===== src/rtl/micro_sequencer_pkg.sv =====
// Shared definitions for the micro_sequencer: next-address select codes,
// sequencer state encoding and flag bit positions within i_flags.
package useq_pkg;

  localparam logic [2:0] MS_INC = 3'd0;
  localparam logic [2:0] MS_NA  = 3'd1;
  localparam logic [2:0] MS_C   = 3'd2;
  localparam logic [2:0] MS_V   = 3'd3;
  localparam logic [2:0] MS_Z   = 3'd4;
  localparam logic [2:0] MS_N   = 3'd5;
  localparam logic [2:0] MS_NZ  = 3'd6;
  localparam logic [2:0] MS_MAP = 3'd7;

  localparam int FLAG_Z = 0;
  localparam int FLAG_N = 1;
  localparam int FLAG_C = 2;
  localparam int FLAG_V = 3;

  typedef enum logic [1:0] {
    RUN      = 2'd0,
    WAIT_MEM = 2'd1,
    HALT     = 2'd2
  } state_e;

endpackage


===== src/rtl/micro_sequencer_if.sv =====
// Microword / status bundle between the control store and the micro_sequencer.
// master = control-store side, slave = sequencer side.
interface micro_sequencer_if #(
  parameter int CAR_W = 8,
  parameter int OPC_W = 7
) ();

  logic [CAR_W-1:0] i_na;
  logic [2:0]       i_ms;
  logic             i_il;
  logic             i_fetch;
  logic             i_mem_ready;
  logic             i_halt;
  logic [OPC_W-1:0] i_opcode;
  logic [3:0]       i_flags;
  logic             i_call;
  logic             i_ret;
  logic [CAR_W-1:0] o_car;
  logic             o_il;
  logic             o_stall;
  logic             o_halted;
  logic             o_err;

  modport master (
    output i_na, i_ms, i_il, i_fetch, i_mem_ready, i_halt, i_opcode, i_flags, i_call, i_ret,
    input  o_car, o_il, o_stall, o_halted, o_err
  );

  modport slave (
    input  i_na, i_ms, i_il, i_fetch, i_mem_ready, i_halt, i_opcode, i_flags, i_call, i_ret,
    output o_car, o_il, o_stall, o_halted, o_err
  );

endinterface


===== src/rtl/micro_sequencer_call_stack.sv =====
// useq_call_stack: small LIFO of micro-call return addresses. Push when full and
// pop when empty are ignored here; the sequencer decides how to report them.
module useq_call_stack #(
  parameter int W     = 8,
  parameter int DEPTH = 4
) (
  input  logic         i_clk,
  input  logic         i_rstn,
  input  logic         i_push,
  input  logic         i_pop,
  input  logic [W-1:0] i_din,
  output logic [W-1:0] o_dout,
  output logic         o_full,
  output logic         o_empty
);

  localparam int SP_W  = $clog2(DEPTH + 1);
  localparam int IDX_W = (DEPTH > 1) ? $clog2(DEPTH) : 1;

  logic [W-1:0]    mem_q [DEPTH];
  logic [SP_W-1:0] sp_q;
  logic [IDX_W-1:0] wr_idx;
  logic [IDX_W-1:0] top_idx;

  assign o_full  = (sp_q == SP_W'(DEPTH));
  assign o_empty = (sp_q == '0);
  assign wr_idx  = IDX_W'(sp_q);
  assign top_idx = IDX_W'(sp_q - SP_W'(1));
  assign o_dout  = mem_q[top_idx];

  // NOTE: storage has no reset; the stack pointer alone defines which entries are valid.
  always_ff @(posedge i_clk) begin
    if (i_push && !o_full) begin
      mem_q[wr_idx] <= i_din;
    end
  end

  // NOTE: sequential state uses non-blocking assignments so all flops update together.
  always_ff @(posedge i_clk or negedge i_rstn) begin
    if (!i_rstn) begin
      sp_q <= '0;
    end else if (i_pop && !o_empty) begin
      sp_q <= sp_q - SP_W'(1);
    end else if (i_push && !o_full) begin
      sp_q <= sp_q + SP_W'(1);
    end
  end

endmodule


===== src/rtl/micro_sequencer.sv =====
// Next-address sequencer: CAR register, next-address select, memory-wait stall,
// halt, and IR load gating. Define USEQ_CALL_STACK_EN to add micro-call/return.
module micro_sequencer
  import useq_pkg::*;
#(
  parameter int CAR_W       = 8,
  parameter int OPC_W       = 7,
  parameter int RESET_VEC   = 0,
  parameter int STACK_DEPTH = 4
) (
  input  logic              i_clk,
  input  logic              i_rstn,
  micro_sequencer_if.slave  bus
);

  localparam logic [CAR_W-1:0] RESET_CAR = CAR_W'(RESET_VEC);

  state_e           state_q, state_d;
  logic [CAR_W-1:0] car_q, car_d;
  logic [CAR_W-1:0] car_inc;
  logic [CAR_W-1:0] sel_addr;
  logic             mem_wait;
  logic             commit;

  assign car_inc  = car_q + CAR_W'(1);
  assign mem_wait = bus.i_fetch & ~bus.i_mem_ready;

`ifdef USEQ_CALL_STACK_EN
  logic             err_q, err_d;
  logic             stk_push, stk_pop, stk_full, stk_empty;
  logic [CAR_W-1:0] stk_dout;

  useq_call_stack #(
    .W     (CAR_W),
    .DEPTH (STACK_DEPTH)
  ) u_call_stack (
    .i_clk   (i_clk),
    .i_rstn  (i_rstn),
    .i_push  (stk_push),
    .i_pop   (stk_pop),
    .i_din   (car_inc),
    .o_dout  (stk_dout),
    .o_full  (stk_full),
    .o_empty (stk_empty)
  );
`else
  logic unused_call_ret;
  assign unused_call_ret = bus.i_call ^ bus.i_ret;
`endif

  // Flags are read here in the committing cycle, so a WAIT_MEM exit sees fresh flags.
  always_comb begin
    sel_addr = car_inc;
    unique case (bus.i_ms)
      MS_INC: sel_addr = car_inc;
      MS_NA:  sel_addr = bus.i_na;
      MS_C:   sel_addr = bus.i_flags[FLAG_C] ? bus.i_na : car_inc;
      MS_V:   sel_addr = bus.i_flags[FLAG_V] ? bus.i_na : car_inc;
      MS_Z:   sel_addr = bus.i_flags[FLAG_Z] ? bus.i_na : car_inc;
      MS_N:   sel_addr = bus.i_flags[FLAG_N] ? bus.i_na : car_inc;
      MS_NZ:  sel_addr = bus.i_flags[FLAG_Z] ? car_inc : bus.i_na;
      MS_MAP: sel_addr = CAR_W'({1'b1, bus.i_opcode});
      default: sel_addr = car_inc;
    endcase
  end

  always_ff @(posedge i_clk or negedge i_rstn) begin
    if (!i_rstn) begin
      state_q <= RUN;
      car_q   <= RESET_CAR;
`ifdef USEQ_CALL_STACK_EN
      err_q   <= 1'b0;
`endif
    end else begin
      state_q <= state_d;
      car_q   <= car_d;
`ifdef USEQ_CALL_STACK_EN
      err_q   <= err_d;
`endif
    end
  end

  // NOTE: every signal written below gets a default first, so no latch can be inferred.
  always_comb begin
    state_d = state_q;
    car_d   = car_q;
    commit  = 1'b0;
`ifdef USEQ_CALL_STACK_EN
    err_d    = err_q;
    stk_push = 1'b0;
    stk_pop  = 1'b0;
`endif
    unique case (state_q)
      RUN: begin
        if (bus.i_halt) begin
          state_d = HALT;
        end else if (mem_wait) begin
          state_d = WAIT_MEM;
        end else begin
          commit = 1'b1;
        end
      end
      WAIT_MEM: begin
        if (bus.i_mem_ready) begin
          commit  = 1'b1;
          state_d = RUN;
        end
      end
      HALT:    state_d = HALT;
      default: state_d = RUN;
    endcase

    if (commit) begin
      car_d = sel_addr;
`ifdef USEQ_CALL_STACK_EN
      // Return beats call; an empty-stack return restarts the fetch microroutine.
      if (bus.i_ret) begin
        if (stk_empty) begin
          car_d = RESET_CAR;
          err_d = 1'b1;
        end else begin
          car_d   = stk_dout;
          stk_pop = 1'b1;
        end
      end else if (bus.i_call) begin
        car_d = bus.i_na;
        if (stk_full) begin
          err_d = 1'b1;
        end else begin
          stk_push = 1'b1;
        end
      end
`endif
    end
  end

  always_comb begin
    bus.o_car    = car_q;
    bus.o_stall  = (state_q == WAIT_MEM);
    bus.o_halted = (state_q == HALT);
    bus.o_il     = bus.i_il & (state_q == RUN) & ~mem_wait & ~bus.i_halt & i_rstn;
`ifdef USEQ_CALL_STACK_EN
    bus.o_err    = err_q;
`else
    bus.o_err    = 1'b0;
`endif
  end

endmodule

===== src/flat_wrapper.sv =====
// flat-port wrapper written by rule: the top's interface ports become plain ports
module micro_sequencer_flat import useq_pkg::*;
#(
  parameter int CAR_W       = 8,
  parameter int OPC_W       = 7,
  parameter int RESET_VEC   = 0,
  parameter int STACK_DEPTH = 4
)
  (i_clk, i_rstn, bus_i_na, bus_i_ms, bus_i_il, bus_i_fetch, bus_i_mem_ready, bus_i_halt, bus_i_opcode, bus_i_flags, bus_i_call, bus_i_ret, bus_o_car, bus_o_il, bus_o_stall, bus_o_halted, bus_o_err);
  micro_sequencer_if #(.CAR_W(CAR_W), .OPC_W(OPC_W)) bus_i ();
  input  logic i_clk;
  input  logic i_rstn;
  input wire logic [$bits(bus_i.i_na)-1:0] bus_i_na;
  input wire logic [$bits(bus_i.i_ms)-1:0] bus_i_ms;
  input wire logic [$bits(bus_i.i_il)-1:0] bus_i_il;
  input wire logic [$bits(bus_i.i_fetch)-1:0] bus_i_fetch;
  input wire logic [$bits(bus_i.i_mem_ready)-1:0] bus_i_mem_ready;
  input wire logic [$bits(bus_i.i_halt)-1:0] bus_i_halt;
  input wire logic [$bits(bus_i.i_opcode)-1:0] bus_i_opcode;
  input wire logic [$bits(bus_i.i_flags)-1:0] bus_i_flags;
  input wire logic [$bits(bus_i.i_call)-1:0] bus_i_call;
  input wire logic [$bits(bus_i.i_ret)-1:0] bus_i_ret;
  output wire logic [$bits(bus_i.o_car)-1:0] bus_o_car;
  output wire logic [$bits(bus_i.o_il)-1:0] bus_o_il;
  output wire logic [$bits(bus_i.o_stall)-1:0] bus_o_stall;
  output wire logic [$bits(bus_i.o_halted)-1:0] bus_o_halted;
  output wire logic [$bits(bus_i.o_err)-1:0] bus_o_err;
  assign bus_i.i_na = bus_i_na;
  assign bus_i.i_ms = bus_i_ms;
  assign bus_i.i_il = bus_i_il;
  assign bus_i.i_fetch = bus_i_fetch;
  assign bus_i.i_mem_ready = bus_i_mem_ready;
  assign bus_i.i_halt = bus_i_halt;
  assign bus_i.i_opcode = bus_i_opcode;
  assign bus_i.i_flags = bus_i_flags;
  assign bus_i.i_call = bus_i_call;
  assign bus_i.i_ret = bus_i_ret;
  assign bus_o_car = bus_i.o_car;
  assign bus_o_il = bus_i.o_il;
  assign bus_o_stall = bus_i.o_stall;
  assign bus_o_halted = bus_i.o_halted;
  assign bus_o_err = bus_i.o_err;
  micro_sequencer #(.CAR_W(CAR_W), .OPC_W(OPC_W), .RESET_VEC(RESET_VEC), .STACK_DEPTH(STACK_DEPTH)) u_core (.i_clk(i_clk), .i_rstn(i_rstn), .bus(bus_i));
endmodule

===== config.mk =====
export PLATFORM = sky130hd
export DESIGN_NAME = micro_sequencer_flat
export DESIGN_NICKNAME = d
export VERILOG_FILES = /design/src/rtl/micro_sequencer_pkg.sv /design/src/rtl/micro_sequencer_if.sv /design/src/rtl/micro_sequencer_call_stack.sv /design/src/rtl/micro_sequencer.sv /design/src/flat_wrapper.sv
export SDC_FILE = /design/constraint.sdc
export NUM_CORES = 1
export LEC_CHECK = 0
export BUFFER_PORTS_ARGS = -buffer_cell sky130_fd_sc_hd__buf_2
export CAP_MARGIN = 20
export CORE_ASPECT_RATIO = 0.8
export CORE_UTILIZATION = 40
export DETAILED_ROUTE_END_ITERATION = 12
export GPL_TIMING_DRIVEN = 1
export PLACE_DENSITY = 0.69
export SLEW_MARGIN = 0
export SYNTH_ARGS = -nofsm -noshare
export SYNTH_HDL_FRONTEND = slang
export SYNTH_SLANG_ARGS = --single-unit

===== constraint.sdc =====
create_clock -name i_clk -period 1.65 [get_ports i_clk]
set_input_delay 0.2475 -clock i_clk [delete_from_list [all_inputs] [get_ports i_clk]]
set_output_delay 0.2475 -clock i_clk [all_outputs]
set_load 0.005 [all_outputs]

Word-level counts from Yosys, hierarchy flattened
Cells that the tools add are included.
Word-level totals
  register bits: 10
  word-level logic and storage cells: 39
Cells by class
  add/sub/neg operators: 1
  equal/unequal tests: 11
  multiplexer cells: 14
  bitwise gates (word level): 8
  reduce and logical (&&, ||, !) cells: 3
Operators by type and width (count)
  8-bit case mux with 8 select lines: 1
  8-bit 2-to-1 mux: 5
  3-bit == test (second input constant): 4
  8-bit by 1-bit adder with 8-bit output (second input constant): 1
  3-bit by 2-bit == test with 1-bit output (second input constant): 2
  2-bit 2-to-1 mux: 3
  2-bit case mux with 3 select lines: 1
  1-bit AND: 5
  3-bit by 1-bit == test with 1-bit output (second input constant): 1
  3-bit logical NOT: 1
  1-bit 2-to-1 mux: 3
  3-bit by 2-bit inequality test with 1-bit output (second input constant): 1
  1-bit inverter: 3
  2-bit by 1-bit == test with 1-bit output (second input constant): 1
  2-bit == test (second input constant): 1
  2-bit logical NOT: 1
  2-bit inequality test (second input constant): 1
  1-bit case mux with 2 select lines: 1
  2-bit AND reduction: 1

Depth between registers and ports, before layout
Gate-level depths: netlist (run 1).
  depth in word-level cells: 6
  depth in mapped cells: 6

Worst setup path after synthesis (run 1)
OpenSTA, ideal clock, no wires.
  path type: input to register
  start: input port bus_i_ms[1]
  end: register u_core.car_q[7], in the netlist u_core.bus.o_car[7]
  setup time: 0.134 ns
  data arrival time: 1.483 ns
  setup slack: 0.033 ns
  stages: 5
  path through: buf_2 > inv_1 > mux4_2 > a222oi_1 > o21ai_1
On the way
  word-level cells in the longest chain between the ends: 2
  elaborated cells on any way between the ends: 9
RTL lines
  from (decl): line flat_wrapper.sv:14  | input wire logic [$bits(bus_i.i_ms)-1:0] bus_i_ms;
  3-bit == test (tied with other cells): line micro_sequencer.sv:54  | unique case (bus.i_ms)
  8-bit case mux with 8 select lines (*): line micro_sequencer.sv:54
  to (signal assigned): line micro_sequencer.sv:76  | car_q <= car_d;
  to (decl): line micro_sequencer.sv:19  | logic [CAR_W-1:0] car_q, car_d;
Every way passes the cells marked *; elsewhere a longest branch is shown, timed or not.
A chain may end at the register's enable or synchronous reset.

Worst setup path after layout (run 1)
  start: register u_core.state_q[0]
  end: register u_core.car_q[5], in the netlist u_core.bus.o_car[5]
On the way
  word-level cells in the longest chain between the ends: 2
  elaborated cells on any way between the ends: 3
RTL lines
  from (decl): line micro_sequencer.sv:18  | state_e state_q, state_d;
  from (signal assigned): line micro_sequencer.sv:75  | state_q <= state_d;
  2-bit by 1-bit == test with 1-bit output / 2-bit logical NOT (equally long branches): line micro_sequencer.sv:93  | unique case (state_q)
  1-bit case mux with 2 select lines (*): line micro_sequencer.sv:93
Marks and branches as above.

==> metrics.md, run 1 <==
| Metric | Value |
|---|---|
| Worst setup SP type | `flop` |
| CTS tree | `yes` |
| Met1 GRT Util | `31.92%` |
| Number of remaining DRC errors | `1` |
| Clock insertion delay at the later pin of the skew report | `around 0.26 ns` |
| Yosys warnings | `0` |
| Net Sw Frac | `35.46%` |
| Syn Std Cell Area | `977.2 um^2` |
| Leak Pwr | `0.6635 nW` |
| Share of cells above drive strength 1 | `36.81%` |
| First-pass GRT wire length | `slightly below 5 mm` |
| Crit. End Element | `flop` |
| Antenna diodes | `0` |
| Flop pwr share | `39.2%` |
| HP Start | `bus_i_mem_ready` |
| Via-to-Cell Ratio | `6.087` |
| Min cycle time layout | `1.687 ns` |
| Max-slew violations | `0` |
| Dpl hpwl | `2.390 mm` |
| H-tree levels | `1` |
| Predominant post-synthesis flop cell | `dfrtp_1` |
| Starting DRT DRC Count | `70` |
| Register area share after synthesis | `between 20% and 30%` |
| Commonest cells post-synth | `a21oi_1 (11), dfrtp_1 (10), nor2_1 (10)` |
| GRT Overall Usage | `24.08%` |
| Worst Setup SP | `u_core.state_q[0]` |
| Placed cell count | `203` |
| RR Startpoint | `u_core.state_q[0]` |
| Psw | `0.2887 mW` |
| Routability cong. | `0.8712` |
| Final #Nets | `215` |
| Top-count cell post-synth | `a21oi_1` |
| Post-Place Worst Slack | `-0.1179 ns` |
| Share of the synthesized area in the top cell type | `25.61%` |
| FF+latch count, synth | `10` |
| Async set or reset register ratio after synthesis | `100.0%` |
| Worst Tran Pin Value | `0.5270 ns` |
| Total core area | `about 2200 um^2` |
| Antenna violations before repair | `0` |
| Initial Util | `about 44%` |
| Final WL | `roughly 3.2 mm` |
| Die W | `57.26 um` |
| Worst R2R Path Depth | `5` |
| Slowest stage delay, CP | `0.42 ns` |
| Maxcap violations | `0` |
| Synth area leaders | `dfrtp_1 (26%), a21oi_1 (5.6%), o21ai_0 (4.6%)` |
| Unrepaired setup endpoints after global routing | `true` |
| Hold Vio Cnt, Final | `0` |
| Worst-path clk slew | `0.06 ns` |
| Die H | `46.21 um` |
| Hold path cells | `2` |
| Fin util | `roughly three fifths` |
| CP cell instances | `o21bai_1 > nand3_2 > a221o_1 > o32ai_2 > a21oi_1` |
| Routed wire per std cell | `roughly 15 um` |
| Synth-to-Final Area Change | `38.03%` |
| IO Pins | `42` |
| DRT antenna net count | `0` |
| Synth area leader | `dfrtp_1` |
| Grt ovf | `0` |
| PD cells | `603.7 nW/um^2` |
| Final setup margin | `-0.03733 ns` |
| Fin crit share | `102.3%` |
| Syn Nets | `161` |
| Maximum fanout along the worst path | `4` |
| Crit path DAT | `between 1.5 and 2 ns` |
| CP max-delay cell | `dfrtp_1` |
| Total iterations of the first detailed-routing run | `8` |
| Maximum vdd drop | `0.0005158 V` |
| Min-delay worst type | `input pin to flop` |
| Post-Syn Area per Cell | `7.517 um^2` |
| # setup viols final | `2` |
| Critical path required time | `~1.8 ns` |
| Combinational power share | `roughly two fifths` |
| Post-place instance area | `~1300 um^2` |
| Vias | `around 1,300` |
| F_max | `592.7 MHz` |
| Max-slew headroom | `between 60% and 70%` |
| Share of total power in the clock network | `about a fifth` |
| Post-synthesis cell count | `130` |
| R2R setup slack | `-0.04 ns` |
| CTS Root Cell | `clkbuf_4` |
| Critical path class | `flop to flop` |
| EDFF count, synth | `0` |
| Global route hottest layer | `met2` |
| Largest net degree at the start of global routing | `11` |
| P_int | `between 0.5 and 0.6 mW` |
| Final setup skew | `0.001773 ns` |
| Met3 usage | `6.742%` |
| Setup TNS | `-0.04227 ns` |
| # clock sinks | `10` |
| FP Rows | `15` |
| Final Instance Area | `1349 um^2` |
| Met2 Track Usage GR | `40.24%` |
| Failing checks | `design-rule violations, negative setup slack` |
| Post-route insts no fill | `roughly 210` |
| Synth cell types | `43` |
| CTS Buffer Depth | `2` |
| Port Buffers | `38` |
| Vias in the first global route | `1,087` |
| Die area | `2646 um^2` |
| Status | `finished with violations` |
| Num CTS Buffers | `3` |
| Postcts setup bufs | `0` |
## area by class of cell
| class | count | area [um^2] |
|---|---|---|
| multi-input combinational | 105 | 686.9 |
| clock buffer | 3 | 22.52 |
| fill | 199 | 884.6 |
| sequential | 10 | 250.2 |
| inverter | 8 | 30.03 |
| timing repair buffer | 56 | 327.8 |
| tap | 25 | 31.28 |
## stage by stage
stage / hold WS (ns) / total power, mW
after floorplan: -0.04809 / 0.4824
after global routing: 0.1796 / 0.8787
after global placement: 0.1284 / 0.6323
after CTS: 0.1689 / 0.8104
final: 0.1976 / 0.8142
after detailed placement: 0.1232 / 0.6422
## routing by layer
metal  vias up  share of wire [%]
li1        593                  -
met1       612                 44
met2        51                 49
met3         4                5.4
met4         0                1.2
met5         -                  0
## path summary, 6_finish.rpt
check                                      end
min in group asynchronous  u_core.bus.o_car[2]
max in group asynchronous  u_core.bus.o_car[4]
max                        u_core.bus.o_car[5]
max reg2reg                u_core.bus.o_car[5]
min reg2reg                  u_core.state_q[0]
min                          u_core.state_q[0]
## state kept, by name (all words and copies together), names as in the netlist
| register | count |
|---|---|
| u_core.bus.o_car | 8 |
| u_core.state_q | 2 |
## logic make-up after synthesis
| kind of cell | share of synthesized area, % |
|---|---|
| simple gates | 28.94 |
| xor+xnor | 0.8965 |
| flops | 25.61 |
| other cells | 0.3838 |
| mux | 3.329 |
| fa+ha+maj | 1.280 |
| buf+inv | 6.657 |
| compound gates | 32.91 |
## power by group through the flow
stage                     Clock (mW)  Sequential, mW  Combinational [mW]
after global routing           0.186           0.324               0.368
after CTS                      0.168           0.317               0.325
after global placement             0           0.321               0.311
after detailed placement           0           0.321               0.322
after floorplan                    0           0.319               0.163
final                          0.161           0.320               0.333
## placed cells by master, fill, tap and decap left out, types with 2 or more instances in the layout
cell,synthesis,routed
clkbuf_4,0,3
buf_2,1,38
a31oi_1,3,3
inv_1,8,8
nor2b_1,3,3
a221o_1,2,2
a21boi_0,3,3
a221oi_1,3,3
and2b_1,2,2
a21oi_1,11,11
buf_4,2,17
nand2_1,7,7
nor2_1,10,10
a211oi_1,2,2
o21ai_0,9,9
or2_2,2,2
nor3_1,5,5
and3_1,5,5
dfrtp_1,10,10
a22oi_1,2,2
nand2b_1,4,4
o21ai_1,2,2
nand3_1,8,7
## repair_timing
item,in CTS,in global routing
hold buffers,1,0
hold endpoints to repair,10,0
resized for setup,0,5
setup endpoints to repair,0,5
## critical path, delay by kind of cell, from the launching register on
| kind | cells | cell delay (ns) |
|---|---|---|
| compound gates | 4 | 0.98 |
| flops | 1 | 0.42 |
| simple gates | 1 | 0.17 |
No activity file was read; power rests on OpenSTA's default activity.
==> run 2: changes to the inputs <==
--- a/config.mk
+++ b/config.mk
@@ -8,10 +8,10 @@
 export BUFFER_PORTS_ARGS = -buffer_cell sky130_fd_sc_hd__buf_2
 export CAP_MARGIN = 20
 export CORE_ASPECT_RATIO = 0.8
-export CORE_UTILIZATION = 40
+export CORE_UTILIZATION = 47
 export DETAILED_ROUTE_END_ITERATION = 12
 export GPL_TIMING_DRIVEN = 1
-export PLACE_DENSITY = 0.69
+export PLACE_DENSITY = 0.79
 export SLEW_MARGIN = 0
 export SYNTH_ARGS = -nofsm -noshare
 export SYNTH_HDL_FRONTEND = slang
==> metrics.md, run 2 (synthesized netlist as in run 1, its figures left out) <==
| Metric | Value |
|---|---|
| Status | `finished, final reports clean` |
| Worst R2R Path Depth | `6` |
| Synth-to-Final Area Change | `40.59%` |
| # setup viols final | `0` |
| Critical path class | `flop to flop` |
| Max-slew violations | `0` |
| Final WL | `3.019 mm` |
| Share of cells above drive strength 1 | `roughly 37%` |
| Post-route insts no fill | `approximately 210` |
| Dpl hpwl | `2.490 mm` |
| Routed wire per std cell | `14.31 um` |
| Unrepaired setup endpoints after global routing | `false` |
| Port Buffers | `38` |
| Initial Util | `50.71%` |
| Total core area | `1927 um^2` |
| # clock sinks | `10` |
| Maximum vdd drop | `between 0.0004 and 0.0005 V` |
| Antenna violations before repair | `0` |
| Worst setup SP type | `flop` |
| Final setup skew | `0.006422 ns` |
| Post-place instance area | `approximately 1300 um^2` |
| Final #Nets | `~220` |
| Vias | `1,242` |
| Vias in the first global route | `1,147` |
| Largest net degree at the start of global routing | `11` |
| Hold path cells | `2` |
| Hold Vio Cnt, Final | `0` |
| CTS Buffer Depth | `2` |
| Starting DRT DRC Count | `40` |
| Fin Hold WS | `0.1554 ns` |
| Commonest non-fill, non-tap cell in the layout | `buf_2` |
| Clock insertion delay at the later pin of the skew report | `0.27 ns` |
| Die H | `42.79 um` |
| F_max | `634.8 MHz` |
| Final Instance Area | `1374 um^2` |
| First-pass GRT wire length | `4.850 mm` |
| Routability cong. | `0.8820` |
| Crit. End Element | `flop` |
| H-tree levels | `1` |
| Placed cell count | `206` |
| Number of remaining DRC errors | `0` |
| Fin util | `71.30%` |
| CTS tree | `yes` |
| Maxcap violations | `0` |
| Grt ovf | `0` |
| GRT Overall Usage | `30.03%` |
| Tot Pwr | `0.8913 mW` |
| DRT antenna net count | `0` |
| Worst-path clk slew | `~0.080 ns` |
| Via-to-Cell Ratio | `about 5.9` |
| Max FFs per register | `8` |
| Antenna diodes | `0` |
| CTS Root Cell | `clkbuf_4` |
| Min-delay worst type | `input pin to flop` |
| Num CTS Buffers | `3` |
| PD cells | `648.8 nW/um^2` |
| Fin crit share | `95.48%` |
| Maximum fanout along the worst path | `4` |
| Total iterations of the first detailed-routing run | `4` |
| IO Pins | `42` |
| Commonest cells after routing, fill and taps aside | `buf_2 (38), buf_4 (21), a21oi_1 (11)` |
| Leak Pwr | `between 0.6 and 0.7 nW` |
| Min cycle time layout | `about 1.6 ns` |
| Critical path required time | `1.80 ns` |
| Die W | `52.98 um` |
| Die area | `2267 um^2` |
| FP Rows | `14` |
| Crit path DAT | `approximately 1.7 ns` |
| Fillcell total | `175` |
run 2: cell count changes in the layout (fill, tap and decap cells not counted), sizes merged:
cell    change
clkbuf      +1
buf         +4
run 2: worst max-delay path, cell delays in order (launching register included):
cell and delay (ns):
dfrtp_1 0.40, o21bai_1 0.19, nand3_2 0.13, a2111oi_1 0.35, buf_4 0.19, o211a_1 0.15
a221oi_1 0.05
run 2: layout make-up:
cell class	count	area (um^2)	share of cell area, %
Timing Repair Buffer	60	357.8	26.05
Tap cell	24	30.03	2.186
Sequential cell	10	250.2	18.21
Inverter	8	30.03	2.186
Clock buffer	4	36.28	2.641
Multi-Input combinational cell	105	669.4	48.72
run 2: where the power goes:
group | total (mW) | internal [mW] | switching [mW]
Clock | 0.231 | 0.134 | 0.0971
Combinational | 0.344 | 0.174 | 0.170
Sequential | 0.316 | 0.278 | 0.0374
run 2: timing repair:
action / CTS / global route
hold endpoints to repair: 10 / 0
setup endpoints to repair: 0 / 2
hold buffers: 1 / 0
buffers inserted: 0 / 0
resized for setup: 0 / 3
run 2: layer usage:
layer | wire length, um | track usage (%)
met5 | 0 | 0
met4 | 41 | 10.00
met3 | 189 | 8.961
met2 | 1482 | 49.87
met1 | 1305 | 36.50
run 2: final timing paths:
check	from	endpoint	slack, ns
min in group asynchronous	i_rstn	u_core.bus.o_car[3]	0.47
min reg2reg	u_core.state_q[1]	u_core.state_q[0]	0.49
max reg2reg	u_core.state_q[0]	u_core.bus.o_car[4]	0.07
max	u_core.state_q[0]	u_core.bus.o_car[4]	0.07
min	bus_i_mem_ready	u_core.state_q[0]	0.16
max in group asynchronous	i_rstn	u_core.bus.o_car[6]	1.03
run 2: stage by stage:
step / worst slack (ns) / TNS, ns
floorplan: 0.03303 / 0
global placement: -0.08432 / -0.1663
detailed placement: -0.1141 / -0.4496
CTS: 0.004227 / 0
global route: 0.01032 / 0
finish: 0.07458 / 0
